[config.mk]
export PLATFORM = sky130hd
export DESIGN_NAME = card_grid_renderer
export DESIGN_NICKNAME = d
export VERILOG_FILES = /design/src/rtl/card_grid_renderer.sv
export SDC_FILE = /design/constraint.sdc
export NUM_CORES = 1
export LEC_CHECK = 0
export ABC_CLOCK_PERIOD_IN_PS = 4600
export BUFFER_PORTS_ARGS = -buffer_cell sky130_fd_sc_hd__buf_4
export CAP_MARGIN = 30
export CORE_ASPECT_RATIO = 1.5
export CORE_MARGIN = 1
export CORE_UTILIZATION = 52
export DETAILED_ROUTE_END_ITERATION = 6
export PLACE_DENSITY = 0.82
export SLEW_MARGIN = 0
export SYNTH_ARGS = -nofsm -noshare
export SYNTH_HDL_FRONTEND = slang
export SYNTH_SLANG_ARGS = --single-unit
[constraint.sdc]
create_clock -name clk -period 4.6 [get_ports clk]
set_input_delay 0.92 -clock clk [delete_from_list [all_inputs] [get_ports clk]]
set_output_delay 0.92 -clock clk [all_outputs]
set_load 0.02 [all_outputs]
[src/rtl/card_grid_renderer.sv]
// Memory-game card grid: per-card state, one shared flip animation, and a 2-stage pixel pipeline.
// Stage 1 registers rom_addr/face_idx and the draw decisions; stage 2 registers rgb/cardon.
module card_grid_renderer #(
  parameter int COLS        = 4,
  parameter int ROWS        = 4,
  parameter int CARD_W      = 100,
  parameter int CARD_H      = 100,
  parameter int ORG_X       = 121,
  parameter int ORG_Y       = 60,
  parameter int RGB_W       = 9,
  parameter int FLIP_FRAMES = 8,
  parameter int BORDER_PX   = 3,
  parameter logic [RGB_W-1:0] BACK_RGB   = 9'h1C7,
  parameter logic [RGB_W-1:0] CURSOR_RGB = 9'h1F8,
  localparam int N  = COLS * ROWS,
  localparam int IW = $clog2(N),
  localparam int AW = $clog2(CARD_W * CARD_H)
) (
  input  logic             clk,
  input  logic             rst_n,
  input  logic             enable,
  input  logic [9:0]       HCount,
  input  logic [9:0]       VCount,
  input  logic             frame_tick,
  input  logic             cmd_valid,
  input  logic [1:0]       cmd_op,
  input  logic [IW-1:0]    cmd_idx,
  output logic             cmd_ready,
  output logic             cmd_err,
  input  logic [IW-1:0]    cursor,
  output logic [AW-1:0]    rom_addr,
  output logic [IW-1:0]    face_idx,
  input  logic [RGB_W-1:0] rom_data,
  output logic             busy,
  output logic             cardon,
  output logic [RGB_W-1:0] rgb
);

  localparam int FW = (FLIP_FRAMES > 1) ? $clog2(FLIP_FRAMES) : 1;
  localparam logic [FW-1:0] LAST = FW'(FLIP_FRAMES - 1);
  localparam logic [FW-1:0] HALF = FW'(FLIP_FRAMES / 2);

  localparam logic [1:0] OP_UP    = 2'b01;
  localparam logic [1:0] OP_DOWN  = 2'b10;
  localparam logic [1:0] OP_MATCH = 2'b11;

  typedef enum logic [1:0] {ST_DOWN, ST_UP, ST_MATCHED} card_st_t;

  card_st_t        card_st [N];
  logic            anim_act;
  logic [IW-1:0]   anim_idx;
  logic            anim_dir;   // 1 = turning face up
  logic [FW-1:0]   anim_cnt;

  assign busy      = anim_act;
  assign cmd_ready = ~anim_act;

  // Command target lookup
  logic     tgt_ok;
  card_st_t tgt_st;
  always_comb begin
    tgt_ok = (32'(cmd_idx) < N);
    tgt_st = card_st[cmd_idx];
  end

  always_ff @(posedge clk or negedge rst_n) begin
    if (!rst_n) begin
      for (int i = 0; i < N; i++) card_st[i] <= ST_DOWN;
      anim_act <= 1'b0;
      anim_idx <= '0;
      anim_dir <= 1'b0;
      anim_cnt <= '0;
      cmd_err  <= 1'b0;
    end else begin
      cmd_err <= 1'b0;
      if (cmd_valid && !anim_act) begin
        case (cmd_op)
          OP_UP: begin
            if (tgt_ok && tgt_st == ST_DOWN) begin
              anim_act <= 1'b1;
              anim_idx <= cmd_idx;
              anim_dir <= 1'b1;
              anim_cnt <= '0;
            end else cmd_err <= 1'b1;
          end
          OP_DOWN: begin
            if (tgt_ok && tgt_st == ST_UP) begin
              anim_act <= 1'b1;
              anim_idx <= cmd_idx;
              anim_dir <= 1'b0;
              anim_cnt <= '0;
            end else cmd_err <= 1'b1;
          end
          OP_MATCH: begin
            if (tgt_ok && tgt_st == ST_UP) card_st[cmd_idx] <= ST_MATCHED;
            else cmd_err <= 1'b1;
          end
          default: ;
        endcase
      end else if (anim_act && frame_tick) begin
        // The FLIP_FRAMES-th tick lands with the counter saturated at LAST
        if (anim_cnt == LAST) begin
          anim_act          <= 1'b0;
          card_st[anim_idx] <= anim_dir ? ST_UP : ST_DOWN;
        end else begin
          anim_cnt <= anim_cnt + 1'b1;
        end
      end
    end
  end

  // Hit test against constant card edges; no division needed
  int            hp, vp, hx, vy, col, row;
  logic          col_ok, row_ok, hit;
  logic [IW-1:0] hit_idx;
  card_st_t      hit_st;
  logic          draw, border, show_face;

  always_comb begin
    hp     = 32'(HCount);
    vp     = 32'(VCount);
    col_ok = 1'b0;
    row_ok = 1'b0;
    col    = 0;
    row    = 0;
    hx     = 0;
    vy     = 0;
    for (int c = 0; c < COLS; c++) begin
      if (hp >= ORG_X + c * CARD_W && hp < ORG_X + (c + 1) * CARD_W) begin
        col_ok = 1'b1;
        col    = c;
        hx     = hp - ORG_X - c * CARD_W;
      end
    end
    for (int r = 0; r < ROWS; r++) begin
      if (vp >= ORG_Y + r * CARD_H && vp < ORG_Y + (r + 1) * CARD_H) begin
        row_ok = 1'b1;
        row    = r;
        vy     = vp - ORG_Y - r * CARD_H;
      end
    end
    hit     = col_ok && row_ok;
    hit_idx = IW'(row * COLS + col);
    hit_st  = card_st[hit_idx];
    draw    = enable && hit && (hit_st != ST_MATCHED);
    border  = (hit_idx == cursor) &&
              (hx < BORDER_PX || hx >= CARD_W - BORDER_PX ||
               vy < BORDER_PX || vy >= CARD_H - BORDER_PX);
    if (anim_act && anim_idx == hit_idx)
      show_face = anim_dir ? (anim_cnt >= HALF) : (anim_cnt < HALF);
    else
      show_face = (hit_st == ST_UP);
  end

  logic s1_draw, s1_border, s1_face;

  always_ff @(posedge clk or negedge rst_n) begin
    if (!rst_n) begin
      rom_addr  <= '0;
      face_idx  <= '0;
      s1_draw   <= 1'b0;
      s1_border <= 1'b0;
      s1_face   <= 1'b0;
      cardon    <= 1'b0;
      rgb       <= '0;
    end else begin
      rom_addr  <= AW'(vy * CARD_W + hx);
      face_idx  <= hit_idx;
      s1_draw   <= draw;
      s1_border <= border;
      s1_face   <= show_face;
      cardon    <= s1_draw;
      if (!s1_draw)       rgb <= '0;
      else if (s1_border) rgb <= CURSOR_RGB;
      else if (s1_face)   rgb <= rom_data;
      else                rgb <= BACK_RGB;
    end
  end

endmodule

==> run_results.csv, run 1 <==
group,metric,value,unit
synth,syn_area_per_cell,8.39,µm²
sta,skew,0.00604,ns
synth,synth_top_area_frac,0.260,
min_path,min-delay-path-class,"reg2reg",
sta,setup_slack,-0.947,ns
cells_and_area,drive_above_1_share,0.318,
synth,syn-num-nets,951,
die,ios,75,
clocking,root_buffer,"clkbuf_16",
critical_path,path_class,"in2reg",
placed_design,dp_cells,1145,
global_route,grt_max_degree,74,
sta,relSlewSlack,0.353,
clocking,cts_tree,"yes",
clocking,cts_sinks,73,
power,p_seq_frac,0.236,
power,powerDensity,416,nW/µm²
synth,synth_most_common_cell,"a21oi_1",
drt,first_iter_violations,653,
critical_path,crit_buf_inv,5,
sta,final_hold_viol_count,0,
synth,ys_ff_latch,73,
cells_and_area,area_growth,34.6,%
die,chipWidth,97.0,µm
global_route,grt_pass1_wl,37600,µm
power,pwr-share-comb,0.577,
placed_design,port_buffers,74,
synth,yosysSeqAreaShare,0.260,
die,coreArea,13100,µm²
cells_and_area,antennaDiodeCount,0,
die,die_h,144,µm
critical_path,start_kind,"primary input",
critical_path,critPathTopFamily,"compound AO/OA/AOI/OAI gates",
clocking,htreeDepth,3,
synth,async_reset_ff_frac,1.00,
die,die_area,14000,µm²
synth,yosys_warnings,0,
placed_design,place_congestion,0.939,
critical_path,cp.required,4.86,ns
synth,synth.top_cells.by_area,"dfrtp_1 (26%), ha_1 (11%), a21oi_1 (6.3%), xnor2_1 (5.8%), nand2_1 (3.5%)",
clocking,clk_path_buf_depth,2,
synth,ys_top_cells_by_count,"a21oi_1 (89), dfrtp_1 (73), nand2_1 (66)",
cells_and_area,final_cells,1180,
global_route,antenna_found_initial,0,
global_route,gr-total-overflow,0,
clocking,clkTransAtPathRegs,0.06,ns
synth,synth-edff-count,0,
sta,layout_min_cycle_time,5.55,ns
power,internal_power,2.26,mW
drt,routed_wl,24500,µm
clocking,holdBufCountCts,0,
die,start_util,0.538,
sta,post-route-period-util,1.21,
synth,synthDistinctLibCells,77,
cells_and_area,layout.nets,1128,
sta,tightest_slew,0.971,ns
drt,antenna_left,0,
critical_path,endpoint_kind,"flop",
synth,synth_top_area_cell,"dfrtp_1",
drt,drt-pass1-iter-count,6,
synth,netlist_area,7040,µm²
placed_design,postPlaceCellArea,8700,µm²
cells_and_area,n_fill_cell,897,
drt,drc_errors,0,
drt,wl_per_cell,20.8,µm
synth,synth_ff_type,"dfrtp_1",
sta,setup_viol,6,
sta,rsz0062_at_grt,"true",
global_route,track_usage,0.337,
power,switching_share,0.426,
clocking,cts_made_buffers,9,
clocking,clkLatencyLatePin,0.34,ns
drt,viasPerCell,6.45,
drt,num_vias,7615,
critical_path,worst_path_largest_cell_delay,0.55,ns
placed_design,dp_hpwl,16700,µm
job,cap_violations,0,
synth,syn_inst,839,
status,violations,"setup timing",
critical_path,worst_path_max_delay_cell,"fa_1",
status,run_status,"finished with violations",
sta,drv_slew,0,
power,p_clk_frac,0.187,
critical_path,worstPathArrival,5.80,ns
critical_path,crit_fanout,6,
power,irDropWorstVdd,0.493,mV
critical_path,cp_common_cell,"ha_4",
die,rows,51,
cells_and_area,stdcell_area,9470,µm²
power,cellLeakagePower,4.24,nW
sta,max_freq,180,MHz
power,power_switching,1.68,mW
global_route,grt_pass1_vias,7583,
stage by stage:
step                      utilization  worst slack, ns  setup TNS, ns  power [mW]  hold slack [ns]
after floorplan                     -           -0.937          -3.73        2.11            0.451
after global placement          0.665            -1.09          -5.35        2.72            0.494
after detailed placement        0.665            -1.22          -5.88        2.78            0.499
after CTS                       0.708           -0.639          -2.53        3.66            0.529
after global routing            0.724            -1.15          -4.84        4.11            0.544
final                           0.724           -0.947          -3.95        3.94            0.534
kinds of logic (layout without fill, tap and decap cells):
family                     Yosys count  count (layout)  synth area share
muxes                               23              23            0.0514
and+or+nand+nor                    234             234             0.164
buffers and inverters              106             288            0.0580
adders and majority gates           69              69             0.131
DFF                                 73              73             0.260
xor gates and xnor gates            64              64            0.0796
AOI/OAI and AO/OA                  270             270             0.256
registers in the layout, summed over array words and instances, names as in the netlist:
name       count
cmd_err        1
anim_idx       4
busy           1
s1_border      1
face_idx       4
rom_addr      14
anim_dir       1
card_st       32
s1_face        1
anim_cnt       3
s1_draw        1
rgb            9
cardon         1
routing by layer:
metal / track usage / vias up / wire length [µm]
li1: - / 3401 / -
met1: 0.341 / 3620 / 8320
met2: 0.645 / 439 / 12900
met3: 0.0440 / 155 / 1390
met4: 0.222 / 0 / 1890
met5: 0 / - / 0
final cells by class:
cell class	count	area, µm²	area share
clock inverters	7	78.8	0.00832
clock buffers	9	225	0.0238
multi-input cells	660	5230	0.552
well taps	159	199	0.0210
flip-flops and latches	73	1830	0.193
inverters	56	228	0.0240
repair buffers	216	1680	0.178
worst register-to-register path, cell delays in order, from the launching register on:
cell and delay (ns):
dfrtp_1 0.43, mux4_2 0.47, mux4_2 0.54, nand2b_1 0.19
nor2_1 0.14, a31oi_2 0.05, buf_4 0.27, a21oi_1 0.27
o21ai_0 0.27, nand2_1 0.16, o41ai_1 0.08
placed cells by master, fill, tap and decap left out, drive strengths merged, types with 5 or more instances in the layout:
cell type,n
buf,216
o21ai,39
fa,8
a31oi,27
o211ai,8
mux2,5
o21a,9
dfrtp,73
a311oi,12
nand4,5
nand3,18
a211oi,5
a21oi,90
xor2,17
nor4,5
nand2b,14
and3,7
mux4,10
clkbuf,9
nor2,53
a21o,7
o31ai,11
xnor2,47
nor2b,20
nand2,66
mux2i,8
nor3,17
ha,60
o41ai,17
or2,7
inv,58
or3,5
what timing repair did:
| item | CTS | global route |
|---|---|---|
| pin swaps | 37 | 24 |
| resized for setup | 38 | 31 |
| buffers inserted | 12 | 13 |
| setup endpoints to repair | 6 | 6 |
final timing paths:
check                             from      endpoint  slack, ns  cells after the start
max                          VCount[3]  rom_addr[13]      -0.95                     26
min                        anim_cnt[0]   anim_cnt[0]       0.53                      1
max reg2reg                 card_st[1]    card_st[6]       1.60                     10
min reg2reg                anim_cnt[0]   anim_cnt[0]       0.53                      1
max in group asynchronous        rst_n   rom_addr[0]       3.23                      1
min in group asynchronous        rst_n   rom_addr[9]       0.71                      1
power by group through the flow:
stage               sequential (mW)  clock [mW]  combinational [mW]
floorplan                     0.937           0                1.17
global placement              0.923           0                1.80
detailed placement            0.930           0                1.85
CTS                           0.920       0.730                2.02
global route                  0.940       0.754                2.41
finish                        0.928       0.736                2.27
(Power assumes the default switching activity.)
==> run 2: changes to the inputs <==
Settings changed: ABC_AREA set to 1.
==> run 2 against run 1 <==
  * The run still ends with setup timing left
  * Via count rose by 6.7%
  * Core utilization down 1.3 points
  * Sequential cell count is the same
  * First-iteration DRC count fell by 27%
  * Clock skew grew 0.0089 ns
  * Non-clock buffer count shrank 44
==> run_results.csv, run 2 <==
group,metric,value,unit
status,run_status,"finished with violations",
status,violations,"setup timing",
power,irDropWorstVdd,0.279,mV
placed_design,place_congestion,1.00,
synth,syn_inst,1111,
synth,synth_ff_type,"dfrtp_1",
die,coreArea,13600,µm²
placed_design,port_buffers,74,
clocking,htreeDepth,3,
clocking,clkTransAtPathRegs,0.06,ns
cells_and_area,largest_reg_flops,32,
synth,synth-edff-count,0,
job,cap_violations,0,
min_path,min-delay-path-class,"in2async",
synth,ys_top_cells_by_count,"nand2_1 (247), inv_1 (159), nor2_1 (121)",
critical_path,path_class,"in2reg",
sta,post-route-period-util,1.07,
synth,netlist_area,7300,µm²
synth,syn-num-nets,1223,
die,ios,75,
sta,skew,0.0149,ns
synth,synth_most_common_cell,"nand2_1",
synth,synthSimpleGateAreaFrac,0.297,
critical_path,cp.required,4.88,ns
drt,num_vias,8126,
sta,max_freq,203,MHz
synth,synth_top_area_cell,"dfrtp_1",
clocking,root_buffer,"clkbuf_16",
drt,antenna_left,0,
clocking,holdBufCountCts,0,
synth,synth_top_area_frac,0.250,
cells_and_area,reg_top3,"card_st x32, rom_addr x14, rgb x9",
die,rows,52,
sta,rsz0062_at_grt,"true",
cells_and_area,area_growth,32.4,%
global_route,grt_pass1_vias,8077,
drt,drt-pass1-iter-count,6,
global_route,grt_pass1_wl,37100,µm
critical_path,worst_path_max_delay_cell,"fa_1",
clocking,cts_sinks,73,
synth,async_reset_ff_frac,1.00,
cells_and_area,drive_above_1_share,0.269,
critical_path,crit_fanout,6,
sta,setup_viol,2,
sta,setup_slack,-0.332,ns
die,die_area,14500,µm²
synth,synth_xor_area_frac,0.0360,
drt,wl_per_cell,16.3,µm
synth,synth_top_family_by_area,"simple AND/OR/NAND/NOR gates",
clocking,clkLatencyLatePin,0.35,ns
power,cellLeakagePower,4.92,nW
critical_path,start_kind,"primary input",
synth,synth.top_cells.by_area,"dfrtp_1 (25%), nand2_1 (13%), ha_1 (10%), inv_1 (8.2%), nand3_1 (6.8%)",
cells_and_area,layout_commonest_cell,"nand2_1",
global_route,gr-total-overflow,0,
critical_path,crit_buf_inv,7,
placed_design,postPlaceCellArea,8850,µm²
synth,ys_ff_latch,73,
synth,yosysSeqAreaShare,0.250,
synth,synthDistinctLibCells,42,
critical_path,endpoint_kind,"flop",
drt,routed_wl,23400,µm
cells_and_area,layout.nets,1386,
drt,first_iter_violations,475,
cells_and_area,antennaDiodeCount,0,
clocking,cts_tree,"yes",
critical_path,worst_path_largest_cell_delay,0.53,ns
die,die_h,147,µm
global_route,track_usage,0.322,
cells_and_area,regMostFlops,"card_st",
sta,layout_min_cycle_time,4.93,ns
drt,viasPerCell,5.64,
clocking,cts_made_buffers,9,
sta,relSlewSlack,0.324,
cells_and_area,layout_common_cells,"nand2_1 (228), buf_4 (162), inv_1 (141)",
synth,syn_area_per_cell,6.57,µm²
sta,final_hold_viol_count,0,
sta,tightest_slew,1.01,ns
synth,synth_compound_area_frac,0.186,
clocking,clk_path_buf_depth,2,
synth,synth_adder_area_share,0.125,
synth,synthMuxAreaShare,0,
critical_path,critPathTopFamily,"adder cells",
power,powerDensity,465,nW/µm²
global_route,grt_max_degree,74,
critical_path,worstPathArrival,5.22,ns
die,start_util,0.537,
sta,drv_slew,0,
global_route,antenna_found_initial,0,
cells_and_area,stdcell_area,9670,µm²
synth,yosys_warnings,0,
drt,drc_errors,0,
die,chipWidth,98.8,µm
placed_design,dp_hpwl,17400,µm
cells_and_area,utilization,0.711,
## run 2: worst paths after layout
kind                            from           end  slack [ns]  cells after the start
min                            rst_n   rom_addr[7]        0.42                      1
max reg2reg                     busy   card_st[28]        1.96                      9
max                        VCount[3]  rom_addr[13]       -0.33                     33
min in group clk             s1_draw        cardon        0.50                      0
min reg2reg                  s1_draw        cardon        0.50                      0
max in group asynchronous      rst_n    card_st[7]        3.62                      2
## run 2: cell families (layout without fill, tap and decap cells)
family / count (synthesis) / after routing
simple gates: 508 / 508
buf+inv: 196 / 363
compound gates: 236 / 236
fa+ha+maj: 68 / 68
xor+xnor: 30 / 30
flops: 73 / 73
## run 2: final cells by class
class	count	area, µm²
Clock inverter	5	81.3
Fill cell	1099	3930
Sequential cell	73	1830
Inverter	176	676
Clock buffer	10	229
Tap cell	162	203
Timing Repair Buffer	172	1360
Multi-Input combinational cell	842	5290
## run 2: per-layer routing
metal	vias to the layer above	GRT usage	wire length, µm
met3	83	0.0438	1110
met5	-	0	0
met1	3788	0.340	8670
met2	297	0.608	12600
met4	0	0.173	1000
li1	3958	-	-
## run 2: per-stage QoR
step                      std cells  total power [mW]  hold WS, ns  setup WS, ns  setup TNS, ns
after floorplan                1111              2.59        0.415        -0.244         -0.373
after global placement         1415              3.31        0.479        -0.595          -2.20
after detailed placement       1415              3.39        0.482        -0.733          -2.73
after CTS                      1436              4.21        0.495        -0.222         -0.432
after global routing           1440              4.80        0.426        -0.531          -1.11
final                          1440              4.50        0.422        -0.332         -0.445
## run 2: where the power goes
part	internal, mW	switching [mW]
combinational	1.16	1.61
sequential	0.830	0.132
clock	0.472	0.290
## run 2: timing repair
item	4_1_cts	5_1_grt
gates resized for setup	39	66
setup buffers	6	3
pin swaps	32	45
endpoints found under the setup margin	5	5
==> run 3: changes to the inputs <==
Settings changed: CORE_UTILIZATION 52 to 46, PLACE_DENSITY 0.82 to 0.75.
==> run 3 against run 2 <==
  * Via count rose by 2.0%
  * Total power rose by 8.2%
  * The flow still finishes with violations (setup timing)
  * Largest cell class unchanged
  * Final cell count rose by 4.4%
  * Highest routed layer unchanged
  * Critical path type unchanged
  * Largest power group unchanged
==> run_results.csv, run 3 (synthesized netlist as in run 2, its figures left out) <==
group,metric,value,unit
status,run_status,"finished with violations",
status,violations,"setup timing",
drt,wl_per_cell,16.0,µm
clocking,cts_made_buffers,9,
die,start_util,0.469,
drt,antenna_left,0,
min_path,min-delay-path-class,"in2async",
clocking,root_buffer,"clkbuf_16",
die,ios,75,
die,die_area,16400,µm²
placed_design,dp_hpwl,17500,µm
global_route,gr-total-overflow,0,
clocking,clk_path_buf_depth,2,
sta,skew,0.00427,ns
cells_and_area,drive_above_1_share,0.286,
critical_path,start_kind,"primary input",
sta,layout_min_cycle_time,4.98,ns
placed_design,port_buffers,74,
drt,num_vias,8292,
clocking,clkLatencyLatePin,0.35,ns
sta,post-route-period-util,1.08,
cells_and_area,largest_reg_flops,32,
global_route,grt_pass1_vias,7906,
critical_path,endpoint_kind,"flop",
cells_and_area,layout_commonest_cell,"nand2_1",
drt,routed_wl,24100,µm
global_route,grt_max_degree,74,
cells_and_area,area_growth,36.4,%
clocking,cts_tree,"yes",
drt,viasPerCell,5.52,
critical_path,worstPathArrival,5.22,ns
cells_and_area,layout_common_cells,"nand2_1 (225), buf_4 (175), inv_1 (138)",
critical_path,crit_path_start,"VCount[1]",
critical_path,crit_fanout,7,
critical_path,path_class,"in2reg",
clocking,htreeDepth,3,
sta,relSlewSlack,0.365,
global_route,track_usage,0.281,
sta,setup_slack,-0.377,ns
drt,first_iter_violations,442,
cells_and_area,regMostFlops,"card_st",
sta,rsz0062_at_grt,"true",
sta,drv_slew,0,
placed_design,dp_slack,-0.697,ns
die,coreArea,15600,µm²
sta,final_hold_viol_count,0,
power,cellLeakagePower,5.04,nW
cells_and_area,final_cells,1503,
sta,tightest_slew,0.953,ns
global_route,antenna_found_initial,0,
power,powerDensity,488,nW/µm²
cells_and_area,stdcell_area,9960,µm²
die,chipWidth,105,µm
cells_and_area,antennaDiodeCount,0,
clocking,clkTransAtPathRegs,0.07,ns
cells_and_area,layout.nets,1407,
sta,max_freq,201,MHz
global_route,grt_pass1_wl,36700,µm
sta,setup_viol,4,
critical_path,cp.required,4.84,ns
drt,drt-pass1-iter-count,6,
die,rows,56,
drt,drc_errors,0,
power,irDropWorstVdd,0.689,mV
placed_design,dp_cells,1450,
job,cap_violations,0,
die,die_h,156,µm
placed_design,postPlaceCellArea,8870,µm²
cells_and_area,reg_top3,"card_st x32, rom_addr x14, rgb x9",
placed_design,place_congestion,1.01,
critical_path,timing.rr.start,"busy",
clocking,cts_sinks,73,
[run 3: changes by cell type in the layout (fill, tap and decap cells not counted), sizes merged]
cell    delta
buf       +21
inv        +2
bufinv     -1
clkbuf     -1
clkinv     +1
[run 3: path summary, 6_finish.rpt]
path / end / slack [ns] / depth (start not counted)
max: rom_addr[12] / -0.38 / 28
min: rom_addr[13] / 0.36 / 1
max reg2reg: card_st[24] / 1.54 / 10
min reg2reg: cardon / 0.48 / 0
max in group asynchronous: anim_cnt[0] / 3.64 / 2
min in group clk: cardon / 0.48 / 0
[run 3: cell type report]
cell class / count / area [µm²]
fill: 1397 / 5590
multi-input combinational: 842 / 5320
sequential: 73 / 1830
timing repair buffer: 193 / 1560
inverter: 176 / 698
tap: 203 / 254
clock buffer: 9 / 225
clock inverter: 7 / 83.8
[run 3: worst max-delay path: stages]
cell and delay (ns):
buf_4 0.10, inv_1 0.11, nand2_2 0.10, nor2_2 0.13, nand3_1 0.11, nand2_2 0.10
nand2_4 0.09, buf_4 0.16, nand2_2 0.11, nand3_2 0.10, nand2_4 0.11, buf_4 0.11
xnor2_1 0.09, fa_1 0.56, inv_2 0.05, ha_4 0.21, ha_4 0.16, fa_2 0.36
buf_6 0.13, xor2_1 0.15, ha_1 0.34, a21o_1 0.24, a21oi_2 0.17, nor2_1 0.06
nor2_1 0.16, nand3_1 0.14, nand2_2 0.08, nand2_2 0.05
[run 3: routing by layer]
metal / wire length, µm / track usage
met1: 8420 / 0.273
met2: 13200 / 0.561
met3: 1210 / 0.0433
met4: 1310 / 0.152
met5: 0 / 0
[run 3: what timing repair did]
action | 4_1_cts | 5_1_grt
buffers inserted | 18 | 19
gates resized for setup | 48 | 77
pin swaps | 44 | 49
hold buffers | 0 | 0
endpoints found under the setup margin | 4 | 5
[run 3: power breakdown]
group / total [mW] / switching (mW) / internal [mW]
Sequential: 0.965 / 0.136 / 0.829
Combinational: 3.14 / 1.77 / 1.38
Clock: 0.756 / 0.325 / 0.431
[run 3: through the flow]
step                      setup TNS, ns  power (mW)  utilization  hold slack (ns)
after detailed placement          -2.36        3.41        0.570            0.468
after global routing              -1.76        5.19        0.640            0.360
final                            -0.967        4.86        0.640            0.361
after CTS                        -0.373        4.38        0.611            0.496
after global placement            -2.00        3.37        0.570            0.479
after floorplan                  -0.373        2.59            -            0.415
